$ cat config.mk
export PLATFORM = sky130hd
export DESIGN_NAME = dcu_ctrl
export DESIGN_NICKNAME = d
export VERILOG_FILES = /design/src/rtl/dcu_pkg.sv /design/src/rtl/dcu_edge_det.sv /design/src/rtl/dcu_ctrl.sv
export SDC_FILE = /design/constraint.sdc
export NUM_CORES = 1
export LEC_CHECK = 0
export CAP_MARGIN = 10
export CORE_AREA = 2 2 62 64
export DETAILED_ROUTE_END_ITERATION = 7
export DIE_AREA = 0 0 64 66
export GPL_ROUTABILITY_DRIVEN = 0
export HOLD_SLACK_MARGIN = 0.1
export SKIP_CTS_REPAIR_TIMING = 1
export SYNTH_ARGS = -nofsm -noshare
export SYNTH_HDL_FRONTEND = slang
export SYNTH_SLANG_ARGS = --single-unit
$ cat constraint.sdc
create_clock -name clk_in -period 2.27 [get_ports clk_in]
set_input_delay 0.681 -clock clk_in [delete_from_list [all_inputs] [get_ports clk_in]]
set_output_delay 0.681 -clock clk_in [all_outputs]
set_load 0.1 [all_outputs]
$ cat src/rtl/dcu_pkg.sv
// Shared constants for the decimation control unit: mode codes, FSM state
// encoding and a small mode-decode helper.
package dcu_pkg;

  localparam logic [1:0] MODE_FREE       = 2'b00;
  localparam logic [1:0] MODE_SYNC_START = 2'b01;
  localparam logic [1:0] MODE_ONE_SHOT   = 2'b10;
  localparam logic [1:0] MODE_RESYNC     = 2'b11;

  typedef enum logic [1:0] {
    ST_IDLE  = 2'b00,
    ST_ARMED = 2'b01,
    ST_RUN   = 2'b10
  } state_t;

  // Modes that start counting immediately instead of waiting for a sync edge.
  function automatic logic starts_free(input logic [1:0] m);
    return (m == MODE_FREE) || (m == MODE_RESYNC);
  endfunction

endpackage

$ cat src/rtl/dcu_edge_det.sv
// Rising-edge detector for a synchronous strobe: one delay register and the
// sig & ~sig_d decode. The delay register updates every clock.
module dcu_edge_det (
  input  logic clk_in,
  input  logic SYSRSTn,
  input  logic sig,
  output logic rise
);

  logic sig_d_r;

  // Delay the input by one clock for edge comparison.
  always_ff @(posedge clk_in or negedge SYSRSTn) begin
    if (!SYSRSTn) begin
      sig_d_r <= 1'b0;
    end else begin
      sig_d_r <= sig;
    end
  end

  assign rise = sig & ~sig_d_r;

endmodule

$ cat src/rtl/dcu_ctrl.sv
// Decimation control unit: generates the end-of-period strobe osr for the
// sigma-delta decimator with a double-buffered ratio, enable gating and
// external-sync start / one-shot / resync modes.
module dcu_ctrl
  import dcu_pkg::*;
#(
  parameter int               CNT_W   = 8,
  parameter logic [CNT_W-1:0] DEC_RST = 8'hFF
) (
  input  logic             clk_in,
  input  logic             SYSRSTn,
  input  logic             en,
  input  logic [1:0]       mode,
  input  logic [CNT_W-1:0] value_dec,
  input  logic             value_ld,
  input  logic             sync_in,
  input  logic             err_clr,
  output logic             osr,
  output logic [CNT_W-1:0] cnt,
  output logic             busy,
  output logic             sync_err
);

  localparam logic [CNT_W-1:0] CNT_ZERO = {CNT_W{1'b0}};
  localparam logic [CNT_W-1:0] CNT_ONE  = {{(CNT_W-1){1'b0}}, 1'b1};

  state_t           state_r, state_nxt_s;
  logic [CNT_W-1:0] cnt_r, cnt_nxt_s;
  logic [CNT_W-1:0] active_r, pending_r;
  logic [1:0]       mode_q_r;
  logic             done_r;
  logic             sync_err_r;
  logic             sync_rise_s;
  logic             wrap_s;
  logic             resync_hit_s;

  dcu_edge_det sync_det (
    .clk_in  (clk_in),
    .SYSRSTn (SYSRSTn),
    .sig     (sync_in),
    .rise    (sync_rise_s)
  );

  // End of period is decoded from registers only, so it cannot glitch.
  assign wrap_s       = (state_r == ST_RUN) && (cnt_r == active_r);
  assign resync_hit_s = en && (state_r == ST_RUN) && (mode_q_r == MODE_RESYNC) && sync_rise_s;

  // State and counter registers.
  always_ff @(posedge clk_in or negedge SYSRSTn) begin
    if (!SYSRSTn) begin
      state_r <= ST_IDLE;
      cnt_r   <= CNT_ZERO;
    end else begin
      state_r <= state_nxt_s;
      cnt_r   <= cnt_nxt_s;
    end
  end

  // Next-state and next-count decode; en low overrides every other event.
  always_comb begin
    state_nxt_s = state_r;
    cnt_nxt_s   = cnt_r;
    if (!en) begin
      state_nxt_s = ST_IDLE;
      cnt_nxt_s   = CNT_ZERO;
    end else begin
      case (state_r)
        ST_IDLE: begin
          cnt_nxt_s = CNT_ZERO;
          if (done_r) begin
            state_nxt_s = ST_IDLE;
          end else if (starts_free(mode)) begin
            state_nxt_s = ST_RUN;
          end else begin
            state_nxt_s = ST_ARMED;
          end
        end
        ST_ARMED: begin
          cnt_nxt_s = CNT_ZERO;
          if (sync_rise_s) begin
            state_nxt_s = ST_RUN;
          end else begin
            state_nxt_s = ST_ARMED;
          end
        end
        ST_RUN: begin
          if (resync_hit_s) begin
            cnt_nxt_s   = CNT_ZERO;
            state_nxt_s = ST_RUN;
          end else if (wrap_s) begin
            cnt_nxt_s = CNT_ZERO;
            if (mode_q_r == MODE_ONE_SHOT) begin
              state_nxt_s = ST_IDLE;
            end else begin
              state_nxt_s = ST_RUN;
            end
          end else begin
            cnt_nxt_s   = cnt_r + CNT_ONE;
            state_nxt_s = ST_RUN;
          end
        end
        default: begin
          state_nxt_s = ST_IDLE;
          cnt_nxt_s   = CNT_ZERO;
        end
      endcase
    end
  end

  // Output decode from the registered state.
  always_comb begin
    osr      = wrap_s;
    busy     = (state_r != ST_IDLE);
    cnt      = cnt_r;
    sync_err = sync_err_r;
  end

  // Double-buffered ratio: active only follows pending at a wrap or while
  // not counting, so a load never reshapes the period in flight.
  always_ff @(posedge clk_in or negedge SYSRSTn) begin
    if (!SYSRSTn) begin
      pending_r <= DEC_RST;
      active_r  <= DEC_RST;
    end else begin
      if (value_ld) begin
        pending_r <= value_dec;
      end else begin
        pending_r <= pending_r;
      end
      if (wrap_s || (state_r == ST_IDLE) || (state_r == ST_ARMED)) begin
        active_r <= pending_r;
      end else begin
        active_r <= active_r;
      end
    end
  end

  // Mode latch on leaving IDLE, and one-shot completion flag that blocks
  // re-arming until en has been dropped.
  always_ff @(posedge clk_in or negedge SYSRSTn) begin
    if (!SYSRSTn) begin
      mode_q_r <= MODE_FREE;
      done_r   <= 1'b0;
    end else begin
      if (en && (state_r == ST_IDLE) && !done_r) begin
        mode_q_r <= mode;
      end else begin
        mode_q_r <= mode_q_r;
      end
      if (!en) begin
        done_r <= 1'b0;
      end else if (wrap_s && (mode_q_r == MODE_ONE_SHOT)) begin
        done_r <= 1'b1;
      end else begin
        done_r <= done_r;
      end
    end
  end

  // Sticky phase-error flag: a resync landing anywhere but the wrap sets it;
  // set wins over clear.
  always_ff @(posedge clk_in or negedge SYSRSTn) begin
    if (!SYSRSTn) begin
      sync_err_r <= 1'b0;
    end else if (resync_hit_s && !wrap_s) begin
      sync_err_r <= 1'b1;
    end else if (err_clr) begin
      sync_err_r <= 1'b0;
    end else begin
      sync_err_r <= sync_err_r;
    end
  end

endmodule
==> results of run 1 <==
state kept, by name, indices dropped and copies added (netlist names):
| name | flops |
|---|---|
| state_r | 2 |
| sync_err | 1 |
| active_r | 8 |
| pending_r | 8 |
| done_r | 1 |
| sync_det.sig_d_r | 1 |
| mode_q_r | 2 |
| cnt | 8 |
kinds of logic after synthesis:
kind of cell             Yosys count  share of synthesized area (%)
adder cells (fa/ha/maj)            1                          0.888
AO/OA/AOI/OAI                      8                           4.97
flip-flops                        31                           56.5
XOR/XNOR                          15                           9.33
multiplexers                      17                           13.6
AND/OR/NAND/NOR                   35                           13.6
buffers and inverters              4                           1.15
per-layer routing:
metal / share of wire (%) / up-vias / track usage (%)
met5: 0 / - / 0
met4: 2.1 / 0 / 9.51
met3: 4.7 / 6 / 3.92
met2: 47 / 22 / 21.5
met1: 46 / 491 / 19.1
li1: - / 476 / -
stage by stage:
step                      instance area (sq um)  setup TNS, ns
after global placement                     1920              0
final                                      2050        -0.0519
after floorplan                            1500         -0.189
after global routing                       2050         -0.149
after CTS                                  1980        -0.0893
after detailed placement                   1920              0
placed cells by master, fill, tap and decap left out, drive strengths merged, types with 6 or more instances in the layout:
cell type / n
nor3: 8
xor2: 6
nand3: 7
dfstp: 16
mux2: 17
dfrtp: 15
buf: 21
clkbuf: 7
clkdlybuf4s50: 15
xnor2: 9
worst paths after layout:
path | start | end | slack [ns] | cells past startpoint
hold / removal | mode_q_r[1]$_DFFE_PN0P_ | state_r[1]$_DFF_PN0_ | 0.53 | 1
setup / recovery | cnt[2]$_DFF_PN0_ | osr | -0.05 | 4
hold reg to reg | mode_q_r[1]$_DFFE_PN0P_ | state_r[1]$_DFF_PN0_ | 0.53 | 1
setup reg to reg | cnt[2]$_DFF_PN0_ | active_r[0]$_DFFE_PN1P_ | 0.30 | 5
max in group asynchronous | SYSRSTn | active_r[7]$_DFFE_PN1P_ | 1.22 | 2
min in group asynchronous | SYSRSTn | mode_q_r[1]$_DFFE_PN0P_ | 0.73 | 2
report_power, final:
part | leakage [nW] | total [mW] | internal, mW | switching (mW)
logic | 0.433 | 0.299 | 0.157 | 0.143
registers | 0.353 | 0.696 | 0.644 | 0.0520
clock network | 0.0329 | 0.326 | 0.148 | 0.177
total | 0.819 | 1.32 | 0.949 | 0.372
worst max-delay path, delay by kind of cell, from the launching register on:
kind          cells  cell delay (ns)
buf+inv           1             0.20
flops             1             0.53
simple gates      2             0.44
xor+xnor          1             0.15
cell type report:
type                            count  area (sq um)
Fill cell                         298          1500
Clock buffer                        7          55.1
Clock inverter                      1          3.75
Timing Repair Buffer               36           433
Inverter                            2          7.51
Sequential cell                    31           826
Tap cell                           48          60.1
Multi-Input combinational cell     76           666
cell usage after synthesis (2+ instances only):
library cell and instances:
sky130_fd_sc_hd__dfrtp_1 15, sky130_fd_sc_hd__nor2_1 4, sky130_fd_sc_hd__xnor2_1 9, sky130_fd_sc_hd__nand3_1 7, sky130_fd_sc_hd__dfstp_2 16, sky130_fd_sc_hd__and3_1 2
sky130_fd_sc_hd__inv_1 2, sky130_fd_sc_hd__nand2_1 4, sky130_fd_sc_hd__nor3_1 8, sky130_fd_sc_hd__or2_2 2, sky130_fd_sc_hd__mux2_2 17, sky130_fd_sc_hd__o21ai_0 2
sky130_fd_sc_hd__xor2_1 6, sky130_fd_sc_hd__nand2b_1 2, sky130_fd_sc_hd__nor4_1 2
==> results.md, run 1 <==
- Share of the synthesized area in the top cell type: between 20% and 30%
- Pin count of the biggest net entering global routing: 32
- Initial Util: a little under 40%
- Top cells by area in the synthesized netlist: sky130_fd_sc_hd__dfstp_2, sky130_fd_sc_hd__dfrtp_1, sky130_fd_sc_hd__mux2_2
- Number of nets at the end of the flow: ~170
- Util after Layout: between 50% and 60%
- Crit-path max FO: 5
- Horizontal die dimension: roughly 64 microns
- Cell type with the highest aggregate area in the netlist: sky130_fd_sc_hd__dfstp_2
- Die height: ~66 microns
- Count of inserted antenna diode cells: 0
- Vias in the first global route: approximately 940
- Number of hold violations in the final report: 0
- Main synth FF type: sky130_fd_sc_hd__dfstp_2
- Row cnt: 22
- Synth Instances: around 110
- Total Power: 1.32 mW
- Maximum buffer depth of the clock tree: 2
- Syn_nets: approximately 130
- Worst setup timing slack at the placement stage: between 0.15 and 0.2 ns
- Via total after detailed routing: ~1,000
- Count of input and output buffers: 26
- Tightest Pin Transition: around 0.47 ns
- Antenna violations before repair: 0
- Routed len/inst: between 10 and 15 microns
- Final worst-path setup slack: -0.0519 ns
- Final count of pins violating max slew: 0
- Post-DP HPWL: 1930 microns
- Highest-delay cell along the critical path: sky130_fd_sc_hd__dfrtp_4
- CTS tree: built
- Final global-route overflow total: 0
- Instance count after placement with tap cells included: ~190
- Violated checks: negative setup slack
- TritonCTS Buffers: 5
- Max stage delay on crit path: between 0.5 and 0.6 ns
- Clock network latency to the later pin of the worst-skew pair: about 0.33 ns
- Async set or reset register ratio after synthesis: between 90% and 100%
- CTS root buf: sky130_fd_sc_hd__clkbuf_4
- Tmin final: roughly 2.3 ns
- Result of the run: finished, violations left
- Count of placed standard cells in the final layout, fillers left out: roughly 200
- Maximum vdd drop: 397 uV
- Number of synthesized flops with an enable pin: 0
- Wire length of the first global-routing pass: around 4500 microns
- Final setup violation count: 1
- Class of the most critical hold timing path: reg2reg
- Worst setup path class: reg2out
- Core Region: 0.00355 sq mm
- Final ANT Viol Nets: 0
- Final wirelength: 2680 microns
- FMAX: ~0.43 GHz
- Ratio of final minimum period to clock period: 102%
- Number of distinct library cells after synthesis: 28
- Worst rel slew slack: a little under 70%
- Share of post-route cells with drive strength above 1: a little over half
- Detailed-route vias per instance: approximately 5
- Number of levels in the clock H-tree: 2
- 1st-pass router iterations: 4
- WP data arrival: between 1.5 and 2 ns
- RSZ-0062 raised after global routing: yes
- Flops & latches, synth: 31
- Global-route usage over all layers: between 10% and 20%
- Cells along the critical path: xnor2_2 > nand4_2 > nor3_4 > buf_12
- Total number of clock tree sinks: 31
- First-iteration detailed-routing DRC count: 21
- Seq/Total Area, Yosys: a little under three fifths
- Leakage power of the design: about 0.82 nW
- Average cell area after synthesis: ~13 sq um
- Worst-path clk slew: 0.10 ns
- Area enclosed by the die boundary: about 0.0042 sq mm
- I/O pin cnt: 27
- DR DRC count: 0
- YS warnings: 0
- Area added between synthesis and finish: 45.6%
- Worst slack on hold paths: around 0.53 ns
- Critical path launch point type: flip-flop
- PwrDens: 644 mW/mm^2
- Combined area of all synthesized cells: about 0.0014 sq mm
- CP endpoint kind: output pin
- Setup Skew: 0.0139 ns
- Data required, critical path: 1.59 ns
- Reported max-cap violation count: 0
(Power assumes the default switching activity.)
==> inputs of run 2 (changes only) <==
--- a/config.mk
+++ b/config.mk
@@ -11,6 +11,7 @@
 export DIE_AREA = 0 0 64 66
 export GPL_ROUTABILITY_DRIVEN = 0
 export HOLD_SLACK_MARGIN = 0.1
+export PLACE_DENSITY_LB_ADDON = 0.05
 export SKIP_CTS_REPAIR_TIMING = 1
 export SYNTH_ARGS = -nofsm -noshare
 export SYNTH_HDL_FRONTEND = slang
==> results.md, run 2 (synthesized netlist as in run 1, its figures left out) <==
- Share of post-route cells with drive strength above 1: 53.1% (was 53.6%)
- Tmin final: 2.32 ns (about the same)
- Combined area of the multi-input logic cells: 688 sq um (was 666 sq um)
- Final wirelength: 2690 microns (was 2680 microns)
- FMAX: 0.430 GHz (was 0.431 GHz)
- Storage cell area: 827 sq um (was 826 sq um)
- Met3 usage: 7.16% (was 3.92%)
- Pin count of the biggest net entering global routing: 32 (unchanged)
- Final setup TNS: -0.0532 ns (was -0.0519 ns)
- Total number of clock tree sinks: 31 (unchanged)
- Commonest non-fill, non-tap cell in the layout: sky130_fd_sc_hd__mux2_2 (unchanged)
- Data required, critical path: 1.59 ns (about the same)
- Final instance area: 0.00204 sq mm (was 0.00205 sq mm)
- 1st-pass router iterations: 4 (unchanged)
- Vias in the first global route: 1,012 (was 944)
- TritonCTS Buffers: 5 (unchanged)
- Number of hold violations in the final report: 0 (unchanged)
- Ratio of final minimum period to clock period: 102% (about the same)
- PwrDens: 674 mW/mm^2 (was 644 mW/mm^2)
- Via total after detailed routing: 979 (was 995)
- Worst rel slew slack: 69.2% (was 68.6%)
- Horizontal die dimension: 64 microns (unchanged)
- Worst-path clk slew: 0.10 ns (about the same)
- # fillers: 298 (unchanged)
- First-iteration detailed-routing DRC count: 22 (was 21)
- Final ANT Viol Nets: 0 (unchanged)
- Wire length of the first global-routing pass: 4730 microns (was 4540 microns)
- Count of input and output buffers: 26 (unchanged)
- Reported max-cap violation count: 0 (unchanged)
- Number of levels in the clock H-tree: 2 (unchanged)
- Most used cells in the layout excluding fill and tap cells: sky130_fd_sc_hd__mux2_2, sky130_fd_sc_hd__dfstp_2, sky130_fd_sc_hd__clkdlybuf4s50_1, sky130_fd_sc_hd__buf_12, sky130_fd_sc_hd__dfrtp_4 (was sky130_fd_sc_hd__mux2_2, sky130_fd_sc_hd__dfstp_2, sky130_fd_sc_hd__clkdlybuf4s50_1, sky130_fd_sc_hd__buf_4, sky130_fd_sc_hd__buf_12)
- Maximum vdd drop: 322 uV (was 397 uV)
- CTS root buf: sky130_fd_sc_hd__clkbuf_4 (unchanged)
- Final worst-path setup slack: -0.0532 ns (was -0.0519 ns)
- Count of inserted antenna diode cells: 0 (unchanged)
- Critical path launch point type: flip-flop (unchanged)
- Setup Skew: 0.0136 ns (was 0.0139 ns)
- Area enclosed by the die boundary: 0.00422 sq mm (unchanged)
- Top Usage Layer GRT: met2 (unchanged)
- Row cnt: 22 (unchanged)
- RSZ-0062 raised after global routing: yes (unchanged)
- Violated checks: negative setup slack (unchanged)
- Crit-path max FO: 5 (unchanged)
- CTS tree: built (unchanged)
- Leakage power of the design: 0.791 nW (was 0.819 nW)
- Result of the run: finished, violations left (unchanged)
- Clock network latency to the later pin of the worst-skew pair: 0.33 ns (about the same)
- Final setup violation count: 1 (unchanged)
- Tightest Pin Transition: 0.463 ns (was 0.471 ns)
- Util after Layout: 57.5% (was 57.8%)
- Initial Util: 39.7% (unchanged)
- WP data arrival: 1.64 ns (about the same)
- Area added between synthesis and finish: 44.8% (was 45.6%)
- Routed len/inst: 13.8 microns (was 13.3 microns)
- Antenna violations before repair: 0 (unchanged)
- Global-route usage over all layers: 15.1% (was 14.7%)
- Post-DP HPWL: 1950 microns (was 1930 microns)
- Final count of pins violating max slew: 0 (unchanged)
- Final global-route overflow total: 0 (unchanged)
- Core Region: 0.00355 sq mm (unchanged)
- Number of nets at the end of the flow: 163 (was 169)
- I/O pin cnt: 27 (unchanged)
- Maximum buffer depth of the clock tree: 2 (unchanged)
- Met1 capacity usage during global routing: 18.0% (was 19.1%)
- Die height: 66 microns (unchanged)
- Class of the most critical hold timing path: reg2reg (unchanged)
- DR DRC count: 0 (unchanged)
- Fraction of met2 tracks used by global routing: 22.9% (was 21.5%)
- Placed instance area: 0.00192 sq mm (unchanged)
- CP endpoint kind: output pin (unchanged)
- Worst setup path class: reg2out (unchanged)
- Detailed-route vias per instance: 5.02 (was 4.95)
run 2: cell types whose count changed in the layout (fill, tap and decap cells not counted), sizes merged:
cell / before / now
clkinv: 1 / 0
buf: 21 / 15
clkbuf: 7 / 8
run 2: power breakdown:
group          leakage [nW]  total, mW  switching (mW)  internal (mW)
clock network        0.0377      0.373           0.183          0.189
registers             0.352      0.698          0.0528          0.645
logic                 0.402      0.305           0.148          0.157
run 2: cell type report:
cell class | count | share of cell area [%]
Sequential cell | 31 | 40.5
Timing Repair Buffer | 30 | 19.0
Tap cell | 48 | 2.94
Inverter | 2 | 0.368
Clock buffer | 8 | 3.43
Multi-Input combinational cell | 76 | 33.7
run 2: critical path, cell delays in order, from the launching register on:
cell and delay, ns:
sky130_fd_sc_hd__dfrtp_4 0.53, sky130_fd_sc_hd__xnor2_2 0.19, sky130_fd_sc_hd__nand4_4 0.16, sky130_fd_sc_hd__nor3_4 0.23, sky130_fd_sc_hd__buf_12 0.20
run 2: final timing paths:
path,startpoint,to,slack [ns],cells after the start
min in group asynchronous,SYSRSTn,cnt[2]$_DFF_PN0_,0.73,2
setup / recovery,cnt[5]$_DFF_PN0_,osr,-0.05,4
hold / removal,mode_q_r[1]$_DFFE_PN0P_,state_r[1]$_DFF_PN0_,0.51,1
setup reg to reg,cnt[5]$_DFF_PN0_,active_r[3]$_DFFE_PN1P_,0.46,4
max in group asynchronous,SYSRSTn,pending_r[1]$_DFFE_PN1P_,1.20,2
hold reg to reg,mode_q_r[1]$_DFFE_PN0P_,state_r[1]$_DFF_PN0_,0.51,1
run 2: metal layers:
metal,vias to the layer above,share of wire [%]
met5,-,0
met4,0,2.0
met3,5,7.0
met2,31,47
met1,478,44
li1,465,-
run 2: per-stage QoR:
stage / setup slack [ns] / power, mW / hold slack [ns] / std cells
final: -0.0532 / 1.38 / 0.506 / 195
after detailed placement: 0.150 / 0.997 / 0.498 / 185
after floorplan: -0.189 / 0.897 / 0.385 / 111
after global routing: -0.136 / 1.45 / 0.557 / 195
after CTS: -0.0969 / 1.38 / 0.513 / 193
after global placement: 0.204 / 0.989 / 0.500 / 185
